File: src/rtl/timer_pkg.sv
// Shared timer/PWM definitions: state encoding, default widths
// and the registered output bundle of the dead-band stage.
package timer_pkg;

    localparam int DT_BITS_DEF = 8;

    localparam logic [2:0] ST_IDLE     = 3'd0;
    localparam logic [2:0] ST_DT_TO_HI = 3'd1;
    localparam logic [2:0] ST_HI_ON    = 3'd2;
    localparam logic [2:0] ST_DT_TO_LO = 3'd3;
    localparam logic [2:0] ST_LO_ON    = 3'd4;
    localparam logic [2:0] ST_FAULT    = 3'd5;

    typedef struct packed {
        logic hi;
        logic lo;
        logic dt;
        logic flt;
    } drv_t;

endpackage

File: src/rtl/pwm_dt_counter.sv
// Loadable dead-time down-counter; load clamps dead_cnt-1 at zero
// so a zero setting still yields a one-cycle gap.
import timer_pkg::*;

module pwm_dt_counter #(
    parameter int DT_BITS = DT_BITS_DEF
) (
    input  logic               clk,
    input  logic               rst_n,
    input  logic               load,
    input  logic               clr,
    input  logic               dec,
    input  logic [DT_BITS-1:0] dead_cnt,
    output logic [DT_BITS-1:0] cnt,
    output logic               done
);

    assign done = (cnt == '0);

    always_ff @(posedge clk or negedge rst_n) begin
        if (!rst_n) begin
            cnt <= '0;
        end else if (load) begin
            cnt <= (dead_cnt == '0) ? '0 : dead_cnt - 1'b1;
        end else if (clr) begin
            cnt <= '0;
        end else if (dec && !done) begin
            cnt <= cnt - 1'b1;
        end
    end

endmodule

File: src/rtl/pwm_deadband.sv
// Complementary gate-drive generator with dead time, sticky
// fault shutdown and enable blanking; all outputs are flops.
import timer_pkg::*;

module pwm_deadband #(
    parameter int DT_BITS = DT_BITS_DEF
) (
    input  logic               clk,
    input  logic               rst_n,
    input  logic               pwm_in,
    input  logic               enable,
    input  logic [DT_BITS-1:0] dead_cnt,
    input  logic               fault,
    input  logic               fault_clr,
    output logic               pwm_hi,
    output logic               pwm_lo,
    output logic               dt_active,
    output logic               fault_latched
);

    logic [2:0]         state;
    logic [2:0]         state_nx;
    drv_t               drv;
    drv_t               drv_nx;
    logic               ctr_load;
    logic               ctr_clr;
    logic               ctr_dec;
    logic [DT_BITS-1:0] dt_ctr;
    logic               dt_done;

    pwm_dt_counter #(
        .DT_BITS (DT_BITS)
    ) u_dt_counter (
        .clk      (clk),
        .rst_n    (rst_n),
        .load     (ctr_load),
        .clr      (ctr_clr),
        .dec      (ctr_dec),
        .dead_cnt (dead_cnt),
        .cnt      (dt_ctr),
        .done     (dt_done)
    );

    always_comb begin
        state_nx = state;
        drv_nx   = '0;
        drv_nx.flt = drv.flt;
        ctr_load = 1'b0;
        ctr_clr  = 1'b0;
        ctr_dec  = 1'b0;

        if (fault) begin
            state_nx   = ST_FAULT;
            drv_nx.flt = 1'b1;
            ctr_clr    = 1'b1;
        end else if (state == ST_FAULT) begin
            // only an explicit clear leaves FAULT; enable has no say
            ctr_clr = 1'b1;
            if (fault_clr) begin
                state_nx   = ST_IDLE;
                drv_nx.flt = 1'b0;
            end
        end else if (!enable) begin
            state_nx = ST_IDLE;
            ctr_clr  = 1'b1;
        end else begin
            unique case (state)
                ST_IDLE: begin
                    ctr_load  = 1'b1;
                    drv_nx.dt = 1'b1;
                    state_nx  = pwm_in ? ST_DT_TO_HI : ST_DT_TO_LO;
                end
                ST_DT_TO_HI: begin
                    if (!pwm_in) begin
                        state_nx  = ST_DT_TO_LO;
                        ctr_load  = 1'b1;
                        drv_nx.dt = 1'b1;
                    end else if (dt_done) begin
                        state_nx  = ST_HI_ON;
                        drv_nx.hi = 1'b1;
                    end else begin
                        ctr_dec   = 1'b1;
                        drv_nx.dt = 1'b1;
                    end
                end
                ST_HI_ON: begin
                    if (!pwm_in) begin
                        state_nx  = ST_DT_TO_LO;
                        ctr_load  = 1'b1;
                        drv_nx.dt = 1'b1;
                    end else begin
                        drv_nx.hi = 1'b1;
                    end
                end
                ST_DT_TO_LO: begin
                    if (pwm_in) begin
                        state_nx  = ST_DT_TO_HI;
                        ctr_load  = 1'b1;
                        drv_nx.dt = 1'b1;
                    end else if (dt_done) begin
                        state_nx  = ST_LO_ON;
                        drv_nx.lo = 1'b1;
                    end else begin
                        ctr_dec   = 1'b1;
                        drv_nx.dt = 1'b1;
                    end
                end
                ST_LO_ON: begin
                    if (pwm_in) begin
                        state_nx  = ST_DT_TO_HI;
                        ctr_load  = 1'b1;
                        drv_nx.dt = 1'b1;
                    end else begin
                        drv_nx.lo = 1'b1;
                    end
                end
                default: begin
                    state_nx = ST_IDLE;
                    ctr_clr  = 1'b1;
                end
            endcase
        end
    end

    always_ff @(posedge clk or negedge rst_n) begin
        if (!rst_n) begin
            state <= ST_IDLE;
            drv   <= '0;
        end else begin
            state <= state_nx;
            drv   <= drv_nx;
        end
    end

    assign pwm_hi        = drv.hi;
    assign pwm_lo        = drv.lo;
    assign dt_active     = drv.dt;
    assign fault_latched = drv.flt;

endmodule

File: config.mk
export PLATFORM = sky130hd
export DESIGN_NAME = pwm_deadband
export DESIGN_NICKNAME = d
export VERILOG_FILES = /design/src/rtl/timer_pkg.sv /design/src/rtl/pwm_dt_counter.sv /design/src/rtl/pwm_deadband.sv
export SDC_FILE = /design/constraint.sdc
export NUM_CORES = 1
export LEC_CHECK = 0
export BUFFER_PORTS_ARGS = -buffer_cell sky130_fd_sc_hd__buf_2
export CAP_MARGIN = 20
export CORE_UTILIZATION = 40
export CTS_CLUSTER_SIZE = 25
export DETAILED_ROUTE_END_ITERATION = 10
export HOLD_SLACK_MARGIN = 0.03
export REMOVE_ABC_BUFFERS = 1
export SYNTH_ARGS = -nofsm -noshare
export SYNTH_HDL_FRONTEND = slang
export SYNTH_SLANG_ARGS = --single-unit
File: constraint.sdc
create_clock -name clk -period 2.8 [get_ports clk]
set_input_delay 0.14 -clock clk [delete_from_list [all_inputs] [get_ports clk]]
set_output_delay 0.14 -clock clk [all_outputs]
set_load 0.1 [all_outputs]
Word-level counts from Yosys, hierarchy flattened:

Index checks and enable logic that the tools add are counted.

* add/subtract/negate cells: 2
* reductions and logical operators: 13
* multiplexer cells: 47
* eq/ne operators: 10

Operators by type and width (number)
* two-way mux 3 bit: 13
* two-way mux 8 bit: 4
* two-way mux 1 bit: 23
* logical NOT 8 bit: 2
* subtractor 8 x 1 -> 8 bit (second input constant): 2
* one-hot mux 3 bit (5 select lines): 1
* != test 6 x 5 -> 1 bit (second input constant): 2
* != test 5 bit (second input constant): 2
* == test 3 x 2 -> 1 bit (second input constant): 2
* == test 3 bit (second input constant): 2
* one-hot mux 1 bit (2 select lines): 3
* one-hot mux 1 bit (5 select lines): 1
* AND reduction 5 bit: 1
* OR reduction 5 bit: 1
* nonzero test 2 bit: 2
* OR reduction 2 bit: 2
* == test 3 x 1 -> 1 bit (second input constant): 1
* logical NOT 3 bit: 1
* != test 3 bit (second input constant): 1
* one-hot mux 1 bit (3 select lines): 1
* nonzero test 3 bit: 1
* two-way mux 2 bit: 1
* AND reduction 2 bit: 1
* logical AND 1 bit: 1
* logical NOT 1 bit: 1

* input port bits: 14
* flip-flop bits (word level): 15

Longest topological paths before layout:

* word-level depth: 11
* depth in mapped cells: 7

By module:

A second synthesis with hierarchy kept.

* cell total of the unflattened synthesis: 131
* area total of the unflattened synthesis: 1136.1 um^2

Modules (own cells, without submodules)
* pwm_dt_counter: sequential area each 200.2 um^2, instances 1, cells each 78, area each 691.9 um^2
* pwm_deadband: sequential area each 175.2 um^2, instances 1, cells each 53, area each 444.2 um^2

Worst setup path before layout:

OpenSTA, ideal clock, no wires.

* kind: reg-to-reg
* from: register state[1]
* to: register u_dt_counter.cnt[0]
* arrival time: 1.794 ns
* required time: 2.675 ns
* library setup time: 0.125 ns
* path slack: 0.881 ns
* cell stages (with the launch flop): 7
* cells stage by stage: dfrtp_1 -> buf_6 -> or4b_4 -> a21o_1 -> or2_1 -> buf_6 -> mux2_4

* longest elaborated chain between the ends: 8
* elaborated cells between the ends (all ways): 25
* those cells by class: 5 x eq/ne; 14 x mux; 6 x reduce/logical

Ends and longest elaborated chain
* start, declared: RTL line pwm_deadband.sv:21 `logic [2:0] state;`
* start signal, assigned: RTL line pwm_deadband.sv:130 `state <= state_nx;`
* == test 3 bit (tied with other cells): RTL line pwm_deadband.sv:67 `unique case (state)`
* OR reduction 5 bit (no line)
* two-way mux 1 bit: RTL line pwm_deadband.sv:67
* two-way mux 1 bit: RTL line pwm_deadband.sv:63 `end else if (!enable) begin`
* two-way mux 1 bit: RTL line pwm_deadband.sv:56 `end else if (state == ST_FAULT) begin`
* two-way mux 1 bit: RTL line pwm_deadband.sv:52 `if (fault) begin`
* two-way mux 8 bit: RTL line pwm_dt_counter.sv:25 `end else if (clr) begin`
* two-way mux 8 bit: RTL line pwm_dt_counter.sv:23 `end else if (load) begin`
* end signal, assigned: RTL line pwm_dt_counter.sv:24 `cnt <= (dead_cnt == '0) ? '0 : dead_cnt - 1'b1;`
* end signal, assigned: RTL line pwm_dt_counter.sv:28 `cnt <= cnt - 1'b1;`
* end, declared: RTL line pwm_dt_counter.sv:14 `output logic [DT_BITS-1:0] cnt,`

Parallel ways exist; a longest one is shown, timed or not.
A chain may end at the register's enable or synchronous reset.

Final worst setup path:

* from: register state[0]
* to: register u_dt_counter.cnt[1]

Same word-level chain as after synthesis.

==> out/metrics.json <==
{
  "reg2reg_to": {"value": "u_dt_counter.cnt[1]"},
  "drc": {"value": 0},
  "dieHeight": {"value": 55.4, "unit": "um"},
  "kind_of_end_point_of_the_critical_path": {"value": "flip-flop"},
  "dieWidth": {"value": 55.4, "unit": "um"},
  "final-max-slew-violation-count": {"value": 0},
  "synthArstFlopShare": {"value": 1.00},
  "path_clk_slew": {"value": 0.09, "unit": "ns"},
  "cp.required": {"value": 2.97, "unit": "ns"},
  "rr_worst_depth": {"value": 4},
  "critical-path-slowest-cell": {"value": "sky130_fd_sc_hd__or4b_4"},
  "synth.yosys.warnings": {"value": 0},
  "yosysUniqueCellTypes": {"value": 39},
  "power_leakage": {"value": 0.564, "unit": "nW"},
  "critical_path_class": {"value": "flip-flop to flip-flop"},
  "crit_path_max_fanout": {"value": 15},
  "grt.overflow.total": {"value": 0},
  "antenna_found_initial": {"value": 0},
  "r2r_start": {"value": "state[0]"},
  "cap_viol_max_count": {"value": 0},
  "cts_tree": {"value": "built"},
  "layout_commonest_cell": {"value": "sky130_fd_sc_hd__buf_2"},
  "dp.final_hpwl": {"value": 1920, "unit": "um"},
  "status": {"value": "completed"},
  "nNetsFinal": {"value": 162},
  "power": {"value": 638, "unit": "uW"},
  "detail_route.vias_per_cell": {"value": 6.03},
  "floorplan.die_area": {"value": 3070, "unit": "um^2"},
  "htreeDepth": {"value": 1},
  "cts_sinks": {"value": 15},
  "worst_ep_arrival_time": {"value": 2.45, "unit": "ns"},
  "synth-edff-count": {"value": 0},
  "min_delay_path_depth": {"value": 3},
  "yosys_most_used_dff": {"value": "sky130_fd_sc_hd__dfrtp_1"},
  "clock_latency": {"value": 0.28, "unit": "ns"},
  "track_usage": {"value": 0.178},
  "worst_pin_slew": {"value": 0.582, "unit": "ns"},
  "ys_seq_area_frac": {"value": 0.329},
  "share_comb_of_total_power": {"value": 0.369},
  "drt_pre_antenna_iters": {"value": 4},
  "vdd_drop_max": {"value": 0.000357, "unit": "V"},
  "timing.setup.tns": {"value": 0, "unit": "ns"},
  "number_of_nets_with_antenna_violations_after_routing": {"value": 0},
  "syn_area": {"value": 1140, "unit": "um^2"},
  "critPathLaunchType": {"value": "flip-flop"},
  "synthesis.area_per_instance": {"value": 8.84, "unit": "um^2"},
  "grt_setup_unrepaired": {"value": "no"},
  "fill_cells": {"value": 244},
  "route.detailed.wl_per_inst": {"value": 14.8, "unit": "um"},
  "placement.io_buffers": {"value": 17},
  "layout_common_cells": {"value": "sky130_fd_sc_hd__buf_2, sky130_fd_sc_hd__dfrtp_1, sky130_fd_sc_hd__nor2_1"},
  "worst_hold_path_type": {"value": "input port to flip-flop"},
  "drive_above_1_share": {"value": 0.181},
  "total_switching_power": {"value": 249, "unit": "uW"},
  "worstPathCellList": {"value": "or4b_4 -> a21o_1 -> or2_1 -> mux2_4"},
  "placed_cells_incl_taps": {"value": 169},
  "post_cts_hold_buffer_count": {"value": 1},
  "route.vias.total": {"value": 1050},
  "placementRows": {"value": 18},
  "postRouteWirelength": {"value": 2570, "unit": "um"},
  "fin_crit_sh": {"value": 0.812},
  "clockBufferDepth": {"value": 2},
  "internal_power": {"value": 388, "unit": "uW"},
  "starting_drc_count_in_detailed_routing": {"value": 26},
  "ctsRootBufferMaster": {"value": "sky130_fd_sc_hd__clkbuf_4"},
  "pwr-share-seq": {"value": 0.438},
  "hold_slack_final": {"value": 0.156, "unit": "ns"},
  "power.density": {"value": 510, "unit": "nW/um^2"},
  "hold_start": {"value": "fault"},
  "gate_count_of_the_mapped_netlist": {"value": 129},
  "clock_skew": {"value": 0.00228, "unit": "ns"},
  "antenna_cells_inserted": {"value": 0},
  "number_of_top_level_pins": {"value": 18},
  "syn2layout_area_growth": {"value": 9.77, "unit": "%"},
  "cpPeakStageDelay": {"value": 0.60, "unit": "ns"},
  "reg2reg_slack": {"value": 0.53, "unit": "ns"},
  "core_area": {"value": 2590, "unit": "um^2"},
  "grt_start_max_net_pins": {"value": 16},
  "via_count_of_the_first_global_routing_pass": {"value": 899},
  "cts_repair_resize_count": {"value": 0},
  "min_delay_worst_endpoint": {"value": "fault_latched"},
  "place_congestion": {"value": 0.840},
  "grt_first_pass_wirelength": {"value": 4370, "unit": "um"},
  "clock_power_share": {"value": 0.192},
  "numCtsBuffers": {"value": 3},
  "power.share.switching": {"value": 0.391},
  "final_critical_period": {"value": 2.27, "unit": "ns"},
  "postCtsSetupBuffers": {"value": 0},
  "startpoint": {"value": "state[0]"},
  "setup_viol": {"value": 0},
  "initial_core_util": {"value": 0.440},
  "max_slew_margin": {"value": 0.610},
  "fmaxAchievable": {"value": 440, "unit": "MHz"},
  "final_cell_count_no_fill": {"value": 174},
  "timing_hold_violations_final": {"value": 0},
  "count_of_state_elements_after_synthesis": {"value": 15}
}
==> registers in the layout (all words and copies together) (netlist names) <==
signal	flops
dt_active	1
fault_latched	1
pwm_hi	1
pwm_lo	1
state	3
u_dt_counter.cnt	8
==> cells in the mapped netlist, types with 4 or more instances <==
| cell type | count | share of area |
|---|---|---|
| sky130_fd_sc_hd__nor3b_1 | 4 | 0.026 |
| sky130_fd_sc_hd__buf_2 | 5 | 0.022 |
| sky130_fd_sc_hd__dfrtp_1 | 15 | 0.33 |
| sky130_fd_sc_hd__o32ai_1 | 4 | 0.031 |
| sky130_fd_sc_hd__xnor2_1 | 4 | 0.031 |
| sky130_fd_sc_hd__nand2_1 | 4 | 0.013 |
| sky130_fd_sc_hd__nor4_1 | 4 | 0.022 |
| sky130_fd_sc_hd__and3_1 | 4 | 0.022 |
| sky130_fd_sc_hd__inv_1 | 8 | 0.026 |
| sky130_fd_sc_hd__nor3_1 | 8 | 0.035 |
| sky130_fd_sc_hd__nor2_1 | 10 | 0.033 |
| sky130_fd_sc_hd__a21oi_1 | 8 | 0.035 |
| sky130_fd_sc_hd__o22ai_1 | 4 | 0.022 |
==> power groups by stage <==
stage                     registers [mW]  clock network (mW)  logic (mW)
after floorplan                    0.300                   0       0.147
after global placement             0.279                   0       0.231
after detailed placement           0.282                   0       0.232
after CTS                          0.278               0.124       0.234
after global routing               0.285               0.139       0.263
final                              0.280               0.123       0.236
==> how the worst max path moves through the flow <==
| stage | end | slack (ns) | depth (start not counted) |
|---|---|---|---|
| after floorplan | u_dt_counter.cnt[0] | 0.72 | 4 |
| after global placement | u_dt_counter.cnt[0] | 0.61 | 4 |
| after detailed placement | u_dt_counter.cnt[1] | 0.56 | 4 |
| after CTS | u_dt_counter.cnt[1] | 0.54 | 4 |
| after global routing | u_dt_counter.cnt[1] | 0.45 | 4 |
| final | u_dt_counter.cnt[1] | 0.53 | 4 |
==> per-stage QoR <==
step | utilization | setup slack [ns] | area, um^2
final | 0.483 | 0.527 | 1250
after global routing | 0.483 | 0.445 | 1250
after CTS | 0.483 | 0.544 | 1250
after detailed placement | 0.469 | 0.560 | 1210
after global placement | 0.469 | 0.605 | 1210
after floorplan | - | 0.724 | 1090
==> layout make-up <==
cell class | instances | area [um^2] | area share
Multi-Input combinational cell | 99 | 687 | 0.549
Sequential cell | 15 | 375 | 0.300
Timing Repair Buffer | 18 | 95.1 | 0.0760
Tap cell | 30 | 37.5 | 0.0300
Inverter | 8 | 30.0 | 0.0240
Clock buffer | 4 | 26.3 | 0.0210
==> logic make-up after synthesis <==
kind of cell / share of synthesized area
and+or+nand+nor: 0.254
buffers and inverters: 0.0681
xor gates and xnor gates: 0.0384
AOI/OAI and AO/OA: 0.225
muxes: 0.0527
adders and majority gates: 0.0329
DFF: 0.329
==> worst max-delay path: cells and delay by family (launching register included) <==
kind               cells  cell delay, ns
and+or+nand+nor        2            0.99
muxes                  1            0.33
AOI/OAI and AO/OA      1            0.29
DFF                    1            0.55
==> metal layers <==
metal	vias to the layer above	GRT usage	wire, um
met5	-	0	0
met2	26	0.241	1130
met4	0	0.0250	13
met1	503	0.279	1330
li1	519	-	-
met3	2	0.0539	97
(Power assumes the default switching activity.)
